`src/rtl/alu_issue_ctrl_if.sv`:
```
// Command handshake and alu operand/result bus for the issue/writeback stage.
interface alu_issue_ctrl_if;
    logic        cmd_valid;
    logic        cmd_ready;
    logic [3:0]  cmd_op;
    logic [2:0]  cmd_rd;
    logic [2:0]  cmd_rs;
    logic [2:0]  cmd_rt;
    logic [15:0] cmd_imm;
    logic [15:0] alu_a;
    logic [15:0] alu_b;
    logic [3:0]  alu_ins;
    logic [15:0] alu_out;
    logic [15:0] alu_hi;
    logic [2:0]  alu_flags;

    // Issue stage side: takes commands, drives the alu, reads its results.
    modport slave (
        input  cmd_valid, cmd_op, cmd_rd, cmd_rs, cmd_rt, cmd_imm,
        output cmd_ready,
        output alu_a, alu_b, alu_ins,
        input  alu_out, alu_hi, alu_flags
    );

    // Command source plus alu side.
    modport master (
        output cmd_valid, cmd_op, cmd_rd, cmd_rs, cmd_rt, cmd_imm,
        input  cmd_ready,
        input  alu_a, alu_b, alu_ins,
        output alu_out, alu_hi, alu_flags
    );
endinterface

```
`src/rtl/alu_issue_ctrl.sv`:
```
// Issue/writeback stage in front of a combinational alu.
// Four-cycle sequence per command: IDLE (accept) -> READ -> EXEC -> WB.
module alu_issue_ctrl #(
    parameter int          NREG    = 8,
    parameter logic [15:0] HI_MASK = 16'h0060,
    parameter logic [3:0]  OP_LDI  = 4'hF
) (
    input  logic              clk,
    input  logic              rst_n,
    alu_issue_ctrl_if.slave   bus,
    output logic              done,
    output logic [15:0]       hi_q,
    output logic [2:0]        flags_q,
    input  logic [2:0]        dbg_addr,
    output logic [15:0]       dbg_data
);

    typedef enum logic [1:0] {IDLE, READ, EXEC, WB} state_t;

    state_t                     state, state_nx;
    logic [NREG-1:0][15:0]      regs;
    logic [3:0]                 op_q;
    logic [2:0]                 rd_q, rs_q, rt_q;
    logic [15:0]                imm_q;
    logic                       accept;

    assign accept   = (state == IDLE) && bus.cmd_valid;
    assign dbg_data = regs[dbg_addr];

    // State register.
    always_ff @(posedge clk or negedge rst_n) begin
        if (!rst_n) state <= IDLE;
        else        state <= state_nx;
    end

    // Next state, ready and retire pulse.
    always_comb begin
        state_nx      = state;
        bus.cmd_ready = 1'b0;
        done          = 1'b0;
        case (state)
            IDLE: begin
                bus.cmd_ready = 1'b1;
                if (bus.cmd_valid) state_nx = READ;
            end
            READ:    state_nx = EXEC;
            EXEC:    state_nx = WB;
            WB: begin
                done     = 1'b1;
                state_nx = IDLE;
            end
            default: state_nx = IDLE;
        endcase
    end

    // Command latch, operand fetch and writeback. Operands are copied out in
    // READ, so a destination that aliases a source is overwritten safely in WB.
    always_ff @(posedge clk or negedge rst_n) begin
        if (!rst_n) begin
            op_q        <= '0;
            rd_q        <= '0;
            rs_q        <= '0;
            rt_q        <= '0;
            imm_q       <= '0;
            bus.alu_a   <= '0;
            bus.alu_b   <= '0;
            bus.alu_ins <= '0;
            regs        <= '0;
            hi_q        <= '0;
            flags_q     <= '0;
        end else begin
            if (accept) begin
                op_q  <= bus.cmd_op;
                rd_q  <= bus.cmd_rd;
                rs_q  <= bus.cmd_rs;
                rt_q  <= bus.cmd_rt;
                imm_q <= bus.cmd_imm;
            end
            if (state == READ) begin
                bus.alu_a   <= regs[rs_q];
                bus.alu_b   <= regs[rt_q];
                bus.alu_ins <= op_q;
            end
            if (state == WB) begin
                if (op_q == OP_LDI) begin
                    regs[rd_q] <= imm_q;
                end else if (op_q != 4'h0) begin
                    regs[rd_q] <= bus.alu_out;
                    flags_q    <= bus.alu_flags;
                    if (HI_MASK[op_q]) hi_q <= bus.alu_hi;
                end
            end
        end
    end

endmodule
```
`src/flat_wrapper.sv`:
```
// flat-port wrapper written by rule: the top's interface ports become plain ports
module alu_issue_ctrl_flat 
#(
    parameter int          NREG    = 8,
    parameter logic [15:0] HI_MASK = 16'h0060,
    parameter logic [3:0]  OP_LDI  = 4'hF
)
  (clk, rst_n, done, hi_q, flags_q, dbg_addr, dbg_data, bus_cmd_valid, bus_cmd_op, bus_cmd_rd, bus_cmd_rs, bus_cmd_rt, bus_cmd_imm, bus_cmd_ready, bus_alu_a, bus_alu_b, bus_alu_ins, bus_alu_out, bus_alu_hi, bus_alu_flags);
  alu_issue_ctrl_if bus_i ();
  input  logic clk;
  input  logic rst_n;
  output logic done;
  output logic [15:0] hi_q;
  output logic [2:0] flags_q;
  input  logic [2:0] dbg_addr;
  output logic [15:0] dbg_data;
  input wire logic [$bits(bus_i.cmd_valid)-1:0] bus_cmd_valid;
  input wire logic [$bits(bus_i.cmd_op)-1:0] bus_cmd_op;
  input wire logic [$bits(bus_i.cmd_rd)-1:0] bus_cmd_rd;
  input wire logic [$bits(bus_i.cmd_rs)-1:0] bus_cmd_rs;
  input wire logic [$bits(bus_i.cmd_rt)-1:0] bus_cmd_rt;
  input wire logic [$bits(bus_i.cmd_imm)-1:0] bus_cmd_imm;
  output wire logic [$bits(bus_i.cmd_ready)-1:0] bus_cmd_ready;
  output wire logic [$bits(bus_i.alu_a)-1:0] bus_alu_a;
  output wire logic [$bits(bus_i.alu_b)-1:0] bus_alu_b;
  output wire logic [$bits(bus_i.alu_ins)-1:0] bus_alu_ins;
  input wire logic [$bits(bus_i.alu_out)-1:0] bus_alu_out;
  input wire logic [$bits(bus_i.alu_hi)-1:0] bus_alu_hi;
  input wire logic [$bits(bus_i.alu_flags)-1:0] bus_alu_flags;
  assign bus_i.cmd_valid = bus_cmd_valid;
  assign bus_i.cmd_op = bus_cmd_op;
  assign bus_i.cmd_rd = bus_cmd_rd;
  assign bus_i.cmd_rs = bus_cmd_rs;
  assign bus_i.cmd_rt = bus_cmd_rt;
  assign bus_i.cmd_imm = bus_cmd_imm;
  assign bus_cmd_ready = bus_i.cmd_ready;
  assign bus_alu_a = bus_i.alu_a;
  assign bus_alu_b = bus_i.alu_b;
  assign bus_alu_ins = bus_i.alu_ins;
  assign bus_i.alu_out = bus_alu_out;
  assign bus_i.alu_hi = bus_alu_hi;
  assign bus_i.alu_flags = bus_alu_flags;
  alu_issue_ctrl #(.NREG(NREG), .HI_MASK(HI_MASK), .OP_LDI(OP_LDI)) u_core (.clk(clk), .rst_n(rst_n), .bus(bus_i), .done(done), .hi_q(hi_q), .flags_q(flags_q), .dbg_addr(dbg_addr), .dbg_data(dbg_data));
endmodule
```
`config.mk`:
```
export PLATFORM = sky130hd
export DESIGN_NAME = alu_issue_ctrl_flat
export DESIGN_NICKNAME = d
export VERILOG_FILES = /design/src/rtl/alu_issue_ctrl_if.sv /design/src/rtl/alu_issue_ctrl.sv /design/src/flat_wrapper.sv
export SDC_FILE = /design/constraint.sdc
export NUM_CORES = 1
export LEC_CHECK = 0
export CORE_MARGIN = 4
export CORE_UTILIZATION = 58
export DETAILED_ROUTE_END_ITERATION = 8
export DONT_BUFFER_PORTS = 1
export GPL_TIMING_DRIVEN = 0
export PLACE_DENSITY_LB_ADDON = 0.25
export SLEW_MARGIN = 0
export SYNTH_ARGS = -nofsm -noshare
export SYNTH_HDL_FRONTEND = slang
export SYNTH_SLANG_ARGS = --single-unit
```
`constraint.sdc`:
```
create_clock -name clk -period 2.07 [get_ports clk]
set_clock_uncertainty 0.15 [all_clocks]
set_input_delay 0.414 -clock clk [delete_from_list [all_inputs] [get_ports clk]]
set_output_delay 0.414 -clock clk [all_outputs]
set_load 0.01 [all_outputs]
```
## Word-level counts from Yosys, hierarchy flattened

Memories as Yosys holds them, arrays and structs flattened.
Cells that the tools add are included.
W data, S select, Z words.

| storage, ports and cells | value |
|---|---|
| logic and storage cells | 57 |
| register bits after elaboration | 214 |
| memories | 1 |
| output and inout bits | 73 |
| bits of input ports | 70 |
| memory bits (read-only) | 16 |

| operators by class | value |
|---|---|
| equal/unequal tests | 5 |
| bitwise logic cells | 1 |
| reduce and logical (&&, ||, !) cells | 8 |
| magnitude comparators | 6 |
| muxes and demuxes | 17 |

Memories:

| memory | words | width | rd ports | clocked after Yosys merged registers in | wr ports | line | source |
|---|---|---|---|---|---|---|---|
| (name not given) | 16 | 1 | 1 | 0 | 0 | alu_issue_ctrl.sv:90 | `if (HI_MASK[op_q]) hi_q <= bus.alu_hi;` |

Operator list:

| cell | number |
|---|---|
| $bwmux W128 | 2 |
| $mux W128 | 2 |
| $bmux W16 S3 | 3 |
| $mux W16 | 4 |
| $demux W16 S3 | 1 |
| $lt A3 B4 Y1 const B | 4 |
| $pmux W2 S4 | 1 |
| $lt A4 B5 Y1 const B | 1 |
| $eq A2 B2 Y1 const B | 2 |
| $eq A4 B4 Y1 const B | 1 |
| $reduce_and A4 Y1 | 1 |
| $reduce_bool A4 Y1 | 1 |
| $ge A3 B1 Y1 const B | 1 |
| $mux W1 | 3 |
| $reduce_and A3 Y1 | 1 |
| $eq A2 B1 Y1 const B | 1 |
| $logic_and A1 B1 Y1 | 2 |
| $logic_not A2 Y1 | 1 |
| $mux W2 | 1 |
| $ne A2 B2 Y1 const B | 1 |
| $reduce_and A2 Y1 | 1 |
| $reduce_bool A2 Y1 | 1 |
| $not A1 Y1 | 1 |

## Longest topological paths before layout

| logic depth | value |
|---|---|
| depth in word-level cells | 7 |
| gate-level depth with buffers | 8 |
| mapped depth without buffers | 5 |

## Worst setup path before layout

Ideal clock, no wire load.

| timing path | value |
|---|---|
| kind | in2out |
| start point | in dbg_addr[0] |
| end point | out dbg_data[0] |
| data arrival time | 1744 ps |
| cell stages on the path | 4 |
| data required time | 1506 ps |
| setup slack | -238 ps |
| buffers on the path | 2 |
| path through | clkbuf_1 buf_2 mux4_2 mux2_2 |

| between the ends | value |
|---|---|
| longest elaborated chain between the ends | 2 |

Ends and longest elaborated chain:

| element | line | source |
|---|---|---|
| from (decl) | flat_wrapper.sv:15 | `input logic [2:0] dbg_addr;` |
| $bmux W16 S3 | alu_issue_ctrl.sv:28 | `assign dbg_data = regs[dbg_addr];` |
| $mux W16 (implied by the code) | alu_issue_ctrl.sv:28 |  |
| to (decl) | flat_wrapper.sv:16 | `output logic [15:0] dbg_data;` |

Every way passes these cells. The select of a mux whose other input is x is not followed.

## Final worst setup path

| timing path | value |
|---|---|
| start point | reg u_core.regs[55] in the netlist's numbering |
| end point | out dbg_data[7] |

| between the ends | value |
|---|---|
| longest elaborated chain between the ends | 2 |

Ends and longest elaborated chain:

| element | line | source |
|---|---|---|
| from (decl) | alu_issue_ctrl.sv:21 | `logic [NREG-1:0][15:0] regs;` |
| from (signal, indexed assignment) | alu_issue_ctrl.sv:86 | `regs[rd_q] <= imm_q;` |
| from (signal, indexed assignment) | alu_issue_ctrl.sv:88 | `regs[rd_q] <= bus.alu_out;` |
| $bmux W16 S3 | alu_issue_ctrl.sv:28 |  |
| $mux W16 (implied by the code) | alu_issue_ctrl.sv:28 |  |

Every way passes these cells. The select of a mux whose other input is x is not followed.

==> results.py <==
metrics = {
    "status": {
        "violations": "hold timing, setup timing",
        "status": "finished with violations",
    },
    "timing": {
        "slew_violations": 0,
        "finalCriticalPeriod_ns": 2.317,
        "slew-limit-headroom": 0.4283,
        "hold_ws_ns": -0.5604,
        "fin_crit_sh": 1.119,
        "worst_slew_pin_slew_ns": 0.8575,
        "rsz0062_at_grt": "yes",
        "setup_viol": 147,
        "setup_ws_ns": -0.2468,
        "hold_viol": 214,
        "fmax_mhz": 431.6,
    },
    "layout": {
        "fin_nets": 1150,
        "antennaDiodeCount": 0,
        "finish.utilization": 0.7796,
        "fin_cells": 1356,
        "layout_common_cells": "dfrtp_1 (214), mux2_4 (130), buf_4 (125)",
        "fillers": 1123,
        "drive_gt1_frac": 0.4601,
        "area_growth_pct": 31.02,
        "fin_area_mm2": 0.01532,
        "mostFrequentLayoutCell": "dfrtp_1",
    },
    "pwr": {
        "ir_worst_vdd_v": 0.001118,
        "power_density_mw_per_mm2": 1725,
        "p_leak_nw": 7.390,
        "total_power_mw": 26.43,
    },
    "clock_tree": {
        "cts_buffer_depth": 3,
        "clock_sinks": 214,
        "htree_num_levels": 1,
        "clk_latency_ns": 0.53,
        "root_buffer": "clkbuf_16",
        "ctsHoldBuffers": 49,
        "cts_tree": "yes",
        "numCtsBuffers": 24,
        "cts.clk_slew.worst_paths_ns": 0.06,
    },
    "floorplan": {
        "die_y_um": 150,
        "coreArea_mm2": 0.01965,
        "rows": 51,
        "start_util": 0.5950,
        "dieArea_mm2": 0.02250,
        "io_pins": 143,
        "die_x_um": 150,
    },
    "logic_synthesis": {
        "ys_seq_area_frac": 0.4579,
        "avgSynthCellArea_um2": 13.65,
        "syn_inst": 857,
        "syn-num-nets": 933,
        "synth-warning-count": 0,
        "synth.cell_area_mm2": 0.01169,
        "ys_types": 30,
        "ys_ff_latch": 214,
    },
    "grt": {
        "grt_max_degree": 215,
        "grt_pass1_vias": 9776,
        "antenna_found_initial": 0,
        "grt_pass1_wl_um": 60510,
        "grt_overflow": 0,
        "grt_use_total": 0.3644,
    },
    "placed_design": {
        "placed_area_mm2": 0.01207,
        "dp.final_hpwl_um": 22880,
        "place_ws_ns": -0.6022,
        "numPortBuffers": 0,
        "gp_congestion": 0.9991,
        "dp_cells": 1122,
    },
    "route": {
        "vias_per_cell": 6.954,
        "routedWlPerCell_um": 30.84,
        "drtAntennaViolNets": 0,
        "firstDrtPassIters": 6,
        "via_count": 9429,
        "drc_errors": 0,
        "wl_um": 41820,
        "initialDrtViolationCount": 1157,
    },
    "critical_path": {
        "cp-end-kind": "primary output",
        "start_kind": "flip-flop",
        "critPathMaxFanout": 4,
        "worstSetupPathType": "flip-flop to primary output",
        "crit_arrival_ns": 1.75,
        "required_ns": 1.51,
    },
    "hold_path": {
        "min_path_type": "primary input to async pin",
    },
    "job": {
        "maxCapViolations": 0,
    },
}
[critical path, stage by stage (launching register included)]
cell and delay, ns:
dfrtp_1 0.43, mux4_2 0.49, mux2_4 0.32
[cells in the mapped netlist]
cell type / count / share of area
a21oi_1: 1 / 0.00043
nand3_2: 1 / 0.00086
nand4b_1: 1 / 0.00075
buf_1: 5 / 0.0016
and2_1: 1 / 0.00054
nand4_2: 4 / 0.0043
mux2_4: 40 / 0.051
o31ai_1: 1 / 0.00064
a22oi_1: 32 / 0.021
nor2b_1: 68 / 0.036
nand2b_1: 2 / 0.0011
dfrtp_1: 214 / 0.46
nand2_1: 1 / 0.00032
or3b_1: 1 / 0.00075
mux2_2: 172 / 0.17
nand3_1: 33 / 0.014
a211o_1: 32 / 0.024
and4b_1: 4 / 0.0034
inv_1: 5 / 0.0016
o21ai_0: 1 / 0.00043
mux4_2: 32 / 0.062
nor2_1: 5 / 0.0016
buf_4: 4 / 0.0026
buf_6: 5 / 0.0048
a41o_1: 32 / 0.027
buf_12: 4 / 0.0068
buf_2: 25 / 0.011
clkbuf_1: 29 / 0.0093
mux2i_1: 96 / 0.082
ha_1: 6 / 0.0064
[per-stage QoR]
step                      hold slack, ns  TNS, ns
after floorplan                 -0.03159        0
after global placement          -0.02139   -51.87
after detailed placement        -0.02299   -61.79
after CTS                        -0.5642   -12.49
after global routing             -0.5728   -21.01
final                            -0.5604   -13.17
[registers in the layout, summed over array words and instances, names as in the netlist]
name and count:
u_core.bus.alu_a 16, u_core.hi_q 16, u_core.state 2, u_core.rt_q 3
u_core.rd_q 3, u_core.op_q 4, u_core.bus.alu_ins 4, u_core.imm_q 16
u_core.rs_q 3, u_core.flags_q 3, u_core.bus.alu_b 16, u_core.regs 128
[what timing repair did]
action / in CTS / in global routing
gates resized for setup: 164 / 64
gates cloned: 8 / 1
endpoints found under the hold margin: 264 / 214
endpoints found under the setup margin: 203 / 201
setup buffers: 106 / 35
pin swaps: 1 / 1
[area by class of cell]
cell class	count	area (um2)	share of cell area
flip-flops and latches	214	5355	0.3495
clock buffers	32	711.9	0.04646
clock inverters	11	130.1	0.008493
well taps	265	331.6	0.02164
multi-input cells	566	6312	0.4120
inverters	5	18.77	0.001225
repair buffers	192	1847	0.1205
plain buffers	71	615.6	0.04018
[final timing paths]
path                       slack [ns]            start  cells after the start          endpoint
setup reg to reg                -0.19   u_core.op_q[0]                      9   u_core.regs[65]
setup / recovery                -0.25  u_core.regs[55]                      2       dbg_data[7]
hold / removal                  -0.56            rst_n                      0  u_core.imm_q[10]
max in group asynchronous        1.92            rst_n                      0  u_core.regs[118]
min in group clk                 0.10   bus_alu_out[1]                      2  u_core.regs[113]
hold reg to reg                  0.36  u_core.imm_q[7]                      1   u_core.imm_q[7]
[metal layers]
layer / part of all wire / vias up / GRT usage
li1: - / 3682 / -
met1: 0.36 / 4739 / 0.4506
met2: 0.46 / 794 / 0.5783
met3: 0.12 / 214 / 0.1142
met4: 0.062 / 0 / 0.1871
met5: 0 / - / 0
[where the power goes]
part	internal, mW	total [mW]	switching, mW
registers	6.22	8.02	1.80
logic	7.16	13.9	6.71
clock network	2.78	4.55	1.77
total	16.2	26.4	10.3
[kinds of logic after synthesis]
kind of cell / after synthesis / share of synthesized area
buffers and inverters: 77 / 0.03745
flip-flops: 214 / 0.4579
AND/OR/NAND/NOR: 121 / 0.06409
AO/OA/AOI/OAI: 99 / 0.07339
multiplexers: 340 / 0.3608
adder cells (fa/ha/maj): 6 / 0.006419
No activity file was read; power rests on OpenSTA's default activity.
